### config.mk
export PLATFORM = sky130hd
export DESIGN_NAME = axi_lite_arbiter
export DESIGN_NICKNAME = d
export VERILOG_FILES = /design/src/rtl/axi_lite_arbiter.sv
export SDC_FILE = /design/constraint.sdc
export NUM_CORES = 1
export LEC_CHECK = 0
export ABC_AREA = 1
export CELL_PAD_IN_SITES_DETAIL_PLACEMENT = 1
export CELL_PAD_IN_SITES_GLOBAL_PLACEMENT = 2
export CORE_UTILIZATION = 19
export CTS_BUF_LIST = sky130_fd_sc_hd__clkbuf_16
export CTS_CLUSTER_SIZE = 10
export DETAILED_ROUTE_END_ITERATION = 8
export GPL_ROUTABILITY_DRIVEN = 0
export HOLD_SLACK_MARGIN = 0.02
export PLACE_DENSITY_LB_ADDON = 0.1
export SLEW_MARGIN = 20
export SYNTH_ARGS = -nofsm -noshare
export SYNTH_HDL_FRONTEND = slang
export SYNTH_SLANG_ARGS = --single-unit
export TNS_END_PERCENT = 10
### constraint.sdc
create_clock -name clk -period 2.9 [get_ports clk]
set_input_delay 0.435 -clock clk [delete_from_list [all_inputs] [get_ports clk]]
set_output_delay 0.435 -clock clk [all_outputs]
set_load 0.1 [all_outputs]
### src/rtl/axi_lite_arbiter.sv
// Two-master AXI-Lite read/write arbiter in front of a single AXI-Lite slave.
// Master 0 is a read-only instruction port; master 1 is a read/write data port.
// Exactly one transaction is in flight at a time; the FSM owns every handshake.
module axi_lite_arbiter #(
  parameter bit FIXED_PRIORITY = 1'b0
) (
  input  logic        clk,
  input  logic        reset_n,
  // master 0: read only
  input  logic [31:0] m0_araddr,
  input  logic        m0_arvalid,
  output logic        m0_arready,
  output logic [31:0] m0_rdata,
  output logic [1:0]  m0_rresp,
  output logic        m0_rvalid,
  input  logic        m0_rready,
  // master 1: read and write
  input  logic [31:0] m1_araddr,
  input  logic        m1_arvalid,
  output logic        m1_arready,
  output logic [31:0] m1_rdata,
  output logic [1:0]  m1_rresp,
  output logic        m1_rvalid,
  input  logic        m1_rready,
  input  logic [31:0] m1_awaddr,
  input  logic        m1_awvalid,
  output logic        m1_awready,
  input  logic [31:0] m1_wdata,
  input  logic [3:0]  m1_wstrb,
  input  logic        m1_wvalid,
  output logic        m1_wready,
  output logic [1:0]  m1_bresp,
  output logic        m1_bvalid,
  input  logic        m1_bready,
  // slave side
  output logic [31:0] s_araddr,
  output logic [2:0]  s_arprot,
  output logic        s_arvalid,
  input  logic        s_arready,
  input  logic [31:0] s_rdata,
  input  logic [1:0]  s_rresp,
  input  logic        s_rvalid,
  output logic        s_rready,
  output logic [31:0] s_awaddr,
  output logic [2:0]  s_awprot,
  output logic        s_awvalid,
  input  logic        s_awready,
  output logic [31:0] s_wdata,
  output logic [3:0]  s_wstrb,
  output logic        s_wvalid,
  input  logic        s_wready,
  input  logic [1:0]  s_bresp,
  input  logic        s_bvalid,
  output logic        s_bready
);

  typedef enum logic [2:0] {IDLE, RD_ADDR, RD_DATA, WR_SEND, WR_RESP} state_t;

  state_t      state_q, state_d;
  logic        gnt_q, gnt_d;        // owner of the current read: 0 = m0, 1 = m1
  logic        last_q, last_d;      // master granted most recently
  logic [31:0] araddr_q, araddr_d;
  logic [31:0] awaddr_q, awaddr_d;
  logic [31:0] wdata_q, wdata_d;
  logic [3:0]  wstrb_q, wstrb_d;
  logic        aw_done_q, aw_done_d;
  logic        w_done_q, w_done_d;

  logic req0, req1, wr1, pick1, idle;
  logic grant_rd0, grant_rd1, grant_wr;
  logic rready_sel;

  // Arbitration terms; a master-1 write beats its own pending read.
  assign idle       = (state_q == IDLE);
  assign req0       = m0_arvalid;
  assign wr1        = m1_awvalid & m1_wvalid;
  assign req1       = m1_arvalid | wr1;
  assign pick1      = req1 & (~req0 | FIXED_PRIORITY | ~last_q);
  assign grant_rd0  = idle & req0 & ~pick1;
  assign grant_rd1  = idle & pick1 & ~wr1;
  assign grant_wr   = idle & pick1 & wr1;
  assign rready_sel = gnt_q ? m1_rready : m0_rready;

  assign s_araddr = araddr_q;
  assign s_awaddr = awaddr_q;
  assign s_wdata  = wdata_q;
  assign s_wstrb  = wstrb_q;
  assign s_arprot = 3'b000;
  assign s_awprot = 3'b000;
  assign m0_rdata = s_rdata;
  assign m0_rresp = s_rresp;
  assign m1_rdata = s_rdata;
  assign m1_rresp = s_rresp;
  assign m1_bresp = s_bresp;

  // State and latched request registers; reset aborts any transaction.
  always_ff @(posedge clk or negedge reset_n) begin
    if (!reset_n) begin
      state_q   <= IDLE;
      gnt_q     <= 1'b0;
      last_q    <= 1'b1;
      araddr_q  <= '0;
      awaddr_q  <= '0;
      wdata_q   <= '0;
      wstrb_q   <= '0;
      aw_done_q <= 1'b0;
      w_done_q  <= 1'b0;
    end else begin
      state_q   <= state_d;
      gnt_q     <= gnt_d;
      last_q    <= last_d;
      araddr_q  <= araddr_d;
      awaddr_q  <= awaddr_d;
      wdata_q   <= wdata_d;
      wstrb_q   <= wstrb_d;
      aw_done_q <= aw_done_d;
      w_done_q  <= w_done_d;
    end
  end

  // Next-state: grant in IDLE, then follow the slave handshakes back to IDLE.
  always_comb begin
    state_d   = state_q;
    gnt_d     = gnt_q;
    last_d    = last_q;
    araddr_d  = araddr_q;
    awaddr_d  = awaddr_q;
    wdata_d   = wdata_q;
    wstrb_d   = wstrb_q;
    aw_done_d = aw_done_q;
    w_done_d  = w_done_q;
    case (state_q)
      IDLE: begin
        if (grant_rd0) begin
          state_d  = RD_ADDR;
          gnt_d    = 1'b0;
          last_d   = 1'b0;
          araddr_d = m0_araddr;
        end else if (grant_rd1) begin
          state_d  = RD_ADDR;
          gnt_d    = 1'b1;
          last_d   = 1'b1;
          araddr_d = m1_araddr;
        end else if (grant_wr) begin
          state_d   = WR_SEND;
          last_d    = 1'b1;
          awaddr_d  = m1_awaddr;
          wdata_d   = m1_wdata;
          wstrb_d   = m1_wstrb;
          aw_done_d = 1'b0;
          w_done_d  = 1'b0;
        end
      end
      RD_ADDR: if (s_arready) state_d = RD_DATA;
      RD_DATA: if (s_rvalid && rready_sel) state_d = IDLE;
      WR_SEND: begin
        aw_done_d = aw_done_q | s_awready;
        w_done_d  = w_done_q | s_wready;
        if ((aw_done_q | s_awready) && (w_done_q | s_wready)) state_d = WR_RESP;
      end
      WR_RESP: if (s_bvalid && m1_bready) state_d = IDLE;
      default: state_d = IDLE;
    endcase
  end

  // Outputs: ready only in the grant cycle, responses only to the owner.
  always_comb begin
    m0_arready = grant_rd0;
    m1_arready = grant_rd1;
    m1_awready = grant_wr;
    m1_wready  = grant_wr;
    s_arvalid  = 1'b0;
    s_rready   = 1'b0;
    m0_rvalid  = 1'b0;
    m1_rvalid  = 1'b0;
    s_awvalid  = 1'b0;
    s_wvalid   = 1'b0;
    s_bready   = 1'b0;
    m1_bvalid  = 1'b0;
    case (state_q)
      RD_ADDR: s_arvalid = 1'b1;
      RD_DATA: begin
        s_rready  = rready_sel;
        m0_rvalid = ~gnt_q & s_rvalid;
        m1_rvalid = gnt_q & s_rvalid;
      end
      WR_SEND: begin
        s_awvalid = ~aw_done_q;
        s_wvalid  = ~w_done_q;
      end
      WR_RESP: begin
        s_bready  = m1_bready;
        m1_bvalid = s_bvalid;
      end
      default: ;
    endcase
  end

endmodule

==> impl_metrics.yaml, run 1 <==
run_status:
  outcome: "finished, final reports clean"
global_routing:
  grt_usage_pct: 13.7
  grt_first_pass_wirelength_mm: 30.5
  grt.overflow.total: 0
  grt_pass1_vias: 5413
  antenna_found_initial: 1
  grt_max_degree: 71
clocking:
  cts_buffer_depth: 2
  cts_setup_buffers: 0
  cts_buffers: 9
  post_cts_resized: 0
  cts_tree: "done"
  clock_latency_ns: 0.36
  clk_pin_slew_ns: 0.07
  cts_hold_buf: 0
  cts_max_level: 3
  root_buffer: "clkbuf_16"
  cts.sink_count: 107
worst_setup_path:
  worstSetupPathType: "in -> out"
  worstPathRequired_ns: 2.47
  slowest_delay_ns: 0.46
  end_kind: "primary output"
  reg2reg_depth: 7
  critPathSlowestCell: "clkdlybuf4s50_1"
  path_common_cell: "nand2_1"
  crit_chain: "clkdlybuf4s50_1 -> nand2_1 -> nand2_1 -> nand2_1 -> nor2_4 -> nand2_2 -> inv_1 -> buf_12"
  path_max_fanout: 9
  cp-start-kind: "input port"
  cp.arrival_ns: 1.90
sta:
  relSlewSlack_pct: 45.4
  fmax_ghz: 0.429
  rsz0062_at_grt: "no"
  final_max_slew_viol_count: 0
  hold_ws_ns: 0.216
  min_period_over_period_pct: 80.5
  finalSetupViolations: 0
  fin_crit_ns: 2.33
  timing_hold_violations_final: 0
  setup_slack_ns: 0.567
  tightest_slew_ns: 0.819
  clock-skew-final_ns: 0.0125
route:
  routed_via_density: 3.89
  vias: 4848
  drc: 0
  drtIter0Drc: 187
  routedWlPerCell_um: 15.2
  drt_wl_total_mm: 19.0
  ant_nets: 0
  drt-pass1-iter-count: 4
finish:
  final_cells: 1247
  final_common_cell: "nand2_1"
  fin_util_pct: 28.5
  multi_input_area_um2: 1820
  area_growth_pct: 45.6
  final_cell_mix: "390 x nand2_1, 144 x clkdlybuf4s50_1, 120 x buf_4"
  fin_nets: 1052
  drive_gt1_share_pct: 17.4
  seq_area_um2: 2680
  fill_cells: 3284
  diodes: 0
yosys:
  ys_seq_elements: 107
  ys_seq_area_share_pct: 50.2
  ys_warn_count: 0
  synth.avg_cell_area_um2: 7.71
  syn_inst: 692
  syn-cell-area_um2: 5330
  ys_types: 19
placed_design:
  place_inst: 1231
  dp_hpwl_mm: 14.1
  dpl_worst_slack_ns: 0.416
  port_buffers: 257
floorplan:
  initial_core_util_pct: 19.6
  fp.dieH_um: 170
  io_pins: 370
  die_w_um: 170
  coreArea_um2: 27300
  rows: 60
  die-area_um2: 28700
worst_hold_path:
  hp-class: "in -> async"
job:
  drv_cap: 0
==> state kept, by name (all words and copies together), names as in the netlist <==
signal	flops
s_araddr	32
s_awaddr	32
s_wdata	32
s_wstrb	4
state_q	3
aw_done_q	1
gnt_q	1
last_q	1
w_done_q	1
==> cells by family after synthesis <==
family / count (synthesis) / synth area share [%]
buffers and inverters: 129 / 16.1
and+or+nand+nor: 450 / 33.2
other: 1 / 0.0703
AOI/OAI and AO/OA: 5 / 0.469
DFF: 107 / 50.2
==> layout make-up <==
type | count | area share, %
clock buffers | 9 | 2.90
clock inverters | 7 | 0.693
inverters | 22 | 1.06
multi-input cells | 461 | 23.4
flip-flops and latches | 107 | 34.5
well taps | 372 | 6.00
repair buffers | 269 | 31.5
==> critical path, delay by kind of cell <==
family | cells | cell delay [ns]
buf+inv | 3 | 0.80
simple gates | 5 | 0.65
==> path summary, 6_finish.rpt <==
path,startpoint,endpoint,slack (ns)
worst max-delay path,m1_awvalid,m1_arready,0.57
worst min-delay path,reset_n,w_done_q$_DFFE_PN0P_,0.22
worst max register to register,last_q$_DFFE_PN1P_,aw_done_q$_DFFE_PN0P_,1.06
worst min register to register,s_wdata[8]$_DFFE_PN0P_,s_wdata[8]$_DFFE_PN0P_,0.48
max in group asynchronous,reset_n,s_awaddr[27]$_DFFE_PN0P_,2.09
min in group clk,s_wdata[8]$_DFFE_PN0P_,s_wdata[8]$_DFFE_PN0P_,0.48
==> cell usage after synthesis <==
| library cell | number | area share (%) |
|---|---|---|
| a21oi_1 | 5 | 0.47 |
| buf_2 | 4 | 0.38 |
| buf_4 | 90 | 13 |
| buf_6 | 4 | 0.84 |
| clkbuf_1 | 9 | 0.63 |
| conb_1 | 1 | 0.070 |
| dfrtp_1 | 106 | 50 |
| dfstp_2 | 1 | 0.49 |
| inv_1 | 18 | 1.3 |
| inv_2 | 4 | 0.28 |
| nand2_1 | 390 | 27 |
| nand2_2 | 4 | 0.47 |
| nand3_1 | 35 | 3.3 |
| nand3_2 | 1 | 0.19 |
| nand3b_1 | 1 | 0.14 |
| nor2_1 | 13 | 0.92 |
| nor2_2 | 1 | 0.12 |
| nor2_4 | 1 | 0.21 |
| nor3_1 | 4 | 0.38 |
==> layer usage <==
metal	vias to the layer above	GRT usage, %	routed length (µm)
li1	2357	-	-
met2	189	22.7	9060
met5	-	0	0
met1	2259	15.7	7540
met4	0	5.01	426
met3	43	5.53	1980
==> metrics by stage <==
step / setup TNS (ns) / instance area (µm²)
after floorplan: -0.555 / 5350
after global placement: 0 / 7480
after detailed placement: 0 / 7480
after CTS: 0 / 7760
after global routing: 0 / 7760
final: 0 / 7760
Power of run 1 is not shown: default switching activity piles up to over one toggle a cycle in this logic, so the estimate is an artifact.
==> run 2: changes to the inputs <==
- CORE_UTILIZATION: 19 -> 16
- clock period: 2.9 -> 2.1 ns (I/O delays scaled with it)
==> impl_metrics.yaml, run 2 (same netlist as run 1, synthesis figures left out) <==
finish:
  diodes: 0
  final_cells: 1325
  fin_nets: 1060
  area_growth_pct: 52.4
  final_common_cell: "nand2_1"
  final_cell_mix: "390 x nand2_1, 144 x clkdlybuf4s50_1, 114 x buf_4"
  final_area_um2: 8130
  drive_gt1_share_pct: 18.6
  fin_util_pct: 24.9
  fill_cells: 3914
floorplan:
  fp.dieH_um: 185
  rows: 66
  initial_core_util_pct: 16.3
  io_pins: 370
  die-area_um2: 34100
  die_w_um: 185
  coreArea_um2: 32700
clocking:
  root_buffer: "clkbuf_16"
  cts_buffers: 9
  cts_max_level: 3
  clock_latency_ns: 0.37
  cts.sink_count: 107
  clk_pin_slew_ns: 0.09
  cts_hold_buf: 0
  cts_buffer_depth: 2
  cts_tree: "done"
route:
  drt-pass1-iter-count: 4
  drt_wl_total_mm: 19.4
  routed_via_density: 3.63
  ant_nets: 0
  routedWlPerCell_um: 14.6
  vias: 4807
  drc: 0
  drtIter0Drc: 121
worst_setup_path:
  timing.rr.start: "last_q$_DFFE_PN1P_"
  reg2reg_depth: 7
  worstSetupPathType: "reg -> out"
  critPathLaunch: "last_q$_DFFE_PN1P_"
  rr_endpoint: "aw_done_q$_DFFE_PN0P_"
  cp.arrival_ns: 1.67
  worstPathRequired_ns: 1.78
  cp-start-kind: "flip-flop"
  end_kind: "primary output"
  reg2reg_slack_ns: 0.30
  path_max_fanout: 5
placed_design:
  place_inst: 1307
  port_buffers: 257
  placed_area_um2: 7790
  dp_hpwl_mm: 14.4
global_routing:
  grt_use_met2_pct: 19.1
  grt_pass1_vias: 5189
  grt_max_degree: 108
  gr-usage-met1_pct: 13.1
  grtUsageMet3_pct: 4.94
  grt.overflow.total: 0
  grt_usage_pct: 11.4
  grt_first_pass_wirelength_mm: 29.6
  busiest_layer: "met2"
  antenna_found_initial: 2
job:
  drv_cap: 0
sta:
  clock-skew-final_ns: 0.0175
  timing_hold_violations_final: 0
  min_period_over_period_pct: 94.4
  fin_crit_ns: 1.98
  tightest_slew_ns: 0.648
  final_max_slew_viol_count: 0
  finalSetupViolations: 0
  rsz0062_at_grt: "no"
  relSlewSlack_pct: 56.8
  fmax_ghz: 0.504
worst_hold_path:
  hp-class: "in -> async"
run_status:
  outcome: "finished, final reports clean"
==> run 2: cell count changes in the layout (fill, tap and decap cells not counted), sizes merged <==
cell,previous run,this run
buf,125,132
clkbuf,9,10
==> run 2: timing repair <==
action | 4_1_cts | 5_1_grt
setup endpoints to repair | 2 | 3
gates resized for setup | 1 | 2
gates cloned | 0 | 1
buffers inserted | 0 | 1
==> run 2: layout make-up <==
cell class,count,area [µm²],area share (%)
Clock inverter,7,67.6,0.831
Sequential cell,107,2680,33.0
Clock buffer,9,225,2.77
Tap cell,442,553,6.81
Multi-Input combinational cell,461,1830,22.6
Inverter,22,85.1,1.05
Timing Repair Buffer,277,2680,33.0
==> run 2: metal layers <==
metal	vias to the layer above	share of wire, %	wire (µm)
li1	2371	-	-
met1	2262	40	7800
met2	144	49	9440
met3	30	9.7	1880
met4	0	1.4	271
met5	-	0	0
==> run 2: critical path: stages (launching register included) <==
cell and delay [ns]:
dfstp_2 0.54, nand2_1 0.05, nand2_1 0.15, nand3_2 0.18
inv_2 0.20, buf_12 0.20
==> run 2: worst max-delay path by stage <==
| stage | to | slack [ns] |
|---|---|---|
| 3_3_place_gp | aw_done_q$_DFFE_PN0P_ | 0.04 |
| 5_1_grt | m0_rvalid | 0.006 |
| 2_1_floorplan | s_rready | -0.22 |
| 6_report | m0_arready | 0.12 |
| 4_1_cts | m1_wready | 0.01 |
| 3_5_place_dp | aw_done_q$_DFFE_PN0P_ | -0.01 |
==> run 2: through the flow <==
stage | setup TNS, ns | worst slack, ns | hold WS (ns)
2_1_floorplan | -1.10 | -0.223 | 0.0194
3_3_place_gp | 0 | 0.0429 | 0.462
3_5_place_dp | -0.0129 | -0.0129 | 0.466
4_1_cts | 0 | 0.0106 | 0.0553
5_1_grt | 0 | 0.00552 | 0.0413
6_report | 0 | 0.117 | 0.00176
Power of run 2 is left out for the same reason.
==> run 3: changes to the inputs <==
- REMOVE_ABC_BUFFERS: default -> 1
- SKIP_LAST_GASP: default -> 1
- TNS_END_PERCENT: 10 -> default
==> impl_metrics.yaml, run 3 (same netlist as run 1, synthesis figures left out) <==
global_routing:
  grt_pass1_vias: 5325
  grt_max_degree: 65
  grt.overflow.total: 0
  grt_first_pass_wirelength_mm: 33.9
  antenna_found_initial: 0
  grt_usage_pct: 13.4
worst_setup_path:
  path_common_cell: "nand2_2"
  crit_buf_inv: 2
  end_kind: "primary output"
  critPathTopFamily: "simple AND/OR/NAND/NOR gates"
  crit_chain: "nor2_2 -> nand2_2 -> nor2_4 -> nand2_2 -> inv_6 -> buf_12"
  cp-start-kind: "flip-flop"
  rr_endpoint: "aw_done_q$_DFFE_PN0P_"
  path_max_fanout: 5
  worstPathRequired_ns: 1.78
  critPathSlowestCell: "dfrtp_1"
  cp.arrival_ns: 1.67
  reg2reg_slack_ns: 0.41
  reg2reg_depth: 7
  slowest_delay_ns: 0.43
  timing.rr.start: "last_q$_DFFE_PN1P_"
  worstSetupPathType: "reg -> out"
sta:
  min_period_over_period_pct: 94.4
  finalSetupViolations: 0
  final_max_slew_viol_count: 0
  hold_ws_ns: 0.385
  rsz0062_at_grt: "no"
  fmax_ghz: 0.505
  clock-skew-final_ns: 0.0125
  fin_crit_ns: 1.98
  timing_hold_violations_final: 0
clocking:
  clk_pin_slew_ns: 0.08
  cts_tree: "done"
  cts.sink_count: 107
  cts_setup_buffers: 0
  cts_buffer_depth: 2
  cts_max_level: 3
  clock_latency_ns: 0.35
  cts_buffers: 9
  root_buffer: "clkbuf_16"
finish:
  final_cell_mix: "390 x nand2_1, 144 x clkdlybuf4s50_1, 119 x buf_4"
  fill_cells: 3961
  multi_input_area_um2: 1830
  diodes: 0
  drive_gt1_share_pct: 18.8
  final_common_cell: "nand2_1"
  area_growth_pct: 52.0
  fin_nets: 1063
  seq_area_um2: 2680
placed_design:
  dp_hpwl_mm: 17.4
  port_buffers: 257
floorplan:
  initial_core_util_pct: 16.3
  die-area_um2: 34100
  rows: 66
  die_w_um: 185
  fp.dieH_um: 185
  io_pins: 370
  coreArea_um2: 32700
route:
  routed_via_density: 3.76
  drt-pass1-iter-count: 4
  drt_wl_total_mm: 22.8
  drtIter0Drc: 173
  drc: 0
  ant_nets: 0
  routedWlPerCell_um: 17.2
  vias: 4997
worst_hold_path:
  hp-class: "in -> async"
run_status:
  outcome: "finished, final reports clean"
job:
  drv_cap: 0
run 3: metal layers:
| metal | GRT usage [%] | routed length (µm) |
|---|---|---|
| met2 | 17.8 | 8590 |
| met4 | 3.27 | 216 |
| met1 | 17.6 | 10700 |
| met5 | 3.85 | 138 |
| met3 | 7.96 | 3120 |
run 3: final cells by class:
cell class / instances / share of cell area (%)
clock inverter: 7 / 0.741
sequential: 107 / 33.1
clock buffer: 9 / 2.78
multi-input combinational: 461 / 22.6
inverter: 22 / 1.11
timing repair buffer: 280 / 32.9
tap: 442 / 6.82
run 3: how the worst max path moves through the flow:
| stage | start | endpoint | slack [ns] | cells after the start |
|---|---|---|---|---|
| floorplan | state_q[0]$_DFFE_PN0P_ | m0_rvalid | -0.96 | 3 |
| global placement | m1_awvalid | s_awaddr[3]$_DFFE_PN0P_ | 0.07 | 10 |
| detailed placement | m1_awvalid | s_wdata[31]$_DFFE_PN0P_ | 0.05 | 10 |
| CTS | state_q[1]$_DFFE_PN0P_ | m1_rvalid | -0.09 | 5 |
| global route | state_q[0]$_DFFE_PN0P_ | m1_wready | 0.006 | 6 |
| finish | state_q[0]$_DFFE_PN0P_ | m1_awready | 0.12 | 6 |
run 3: worst reg2reg max path, delay by kind of cell (launching register included):
family                 cells  cell delay [ns]
and+or+nand+nor            4             0.38
buffers and inverters      1             0.44
AOI/OAI and AO/OA          2             0.26
DFF                        1             0.54
run 3: stage by stage:
stage / area (µm²) / util [%] / setup WS (ns) / setup TNS (ns) / instances
finish: 8100 / 24.8 / 0.118 / 0 / 1328
global placement: 7780 / 23.8 / 0.0716 / 0 / 1311
global route: 8100 / 24.8 / 0.00579 / 0 / 1328
floorplan: 4580 / - / -0.957 / -82.76 / 590
detailed placement: 7780 / 23.8 / 0.0545 / 0 / 1311
CTS: 8080 / 24.7 / -0.0865 / -0.166 / 1328
run 3: what timing repair did:
item                                    in CTS  in global routing
hold endpoints to repair                    17                  0
resized for setup                            0                  8
hold buffers                                 1                  0
endpoints found under the setup margin       2                  6
Power of run 3 is left out for the same reason.
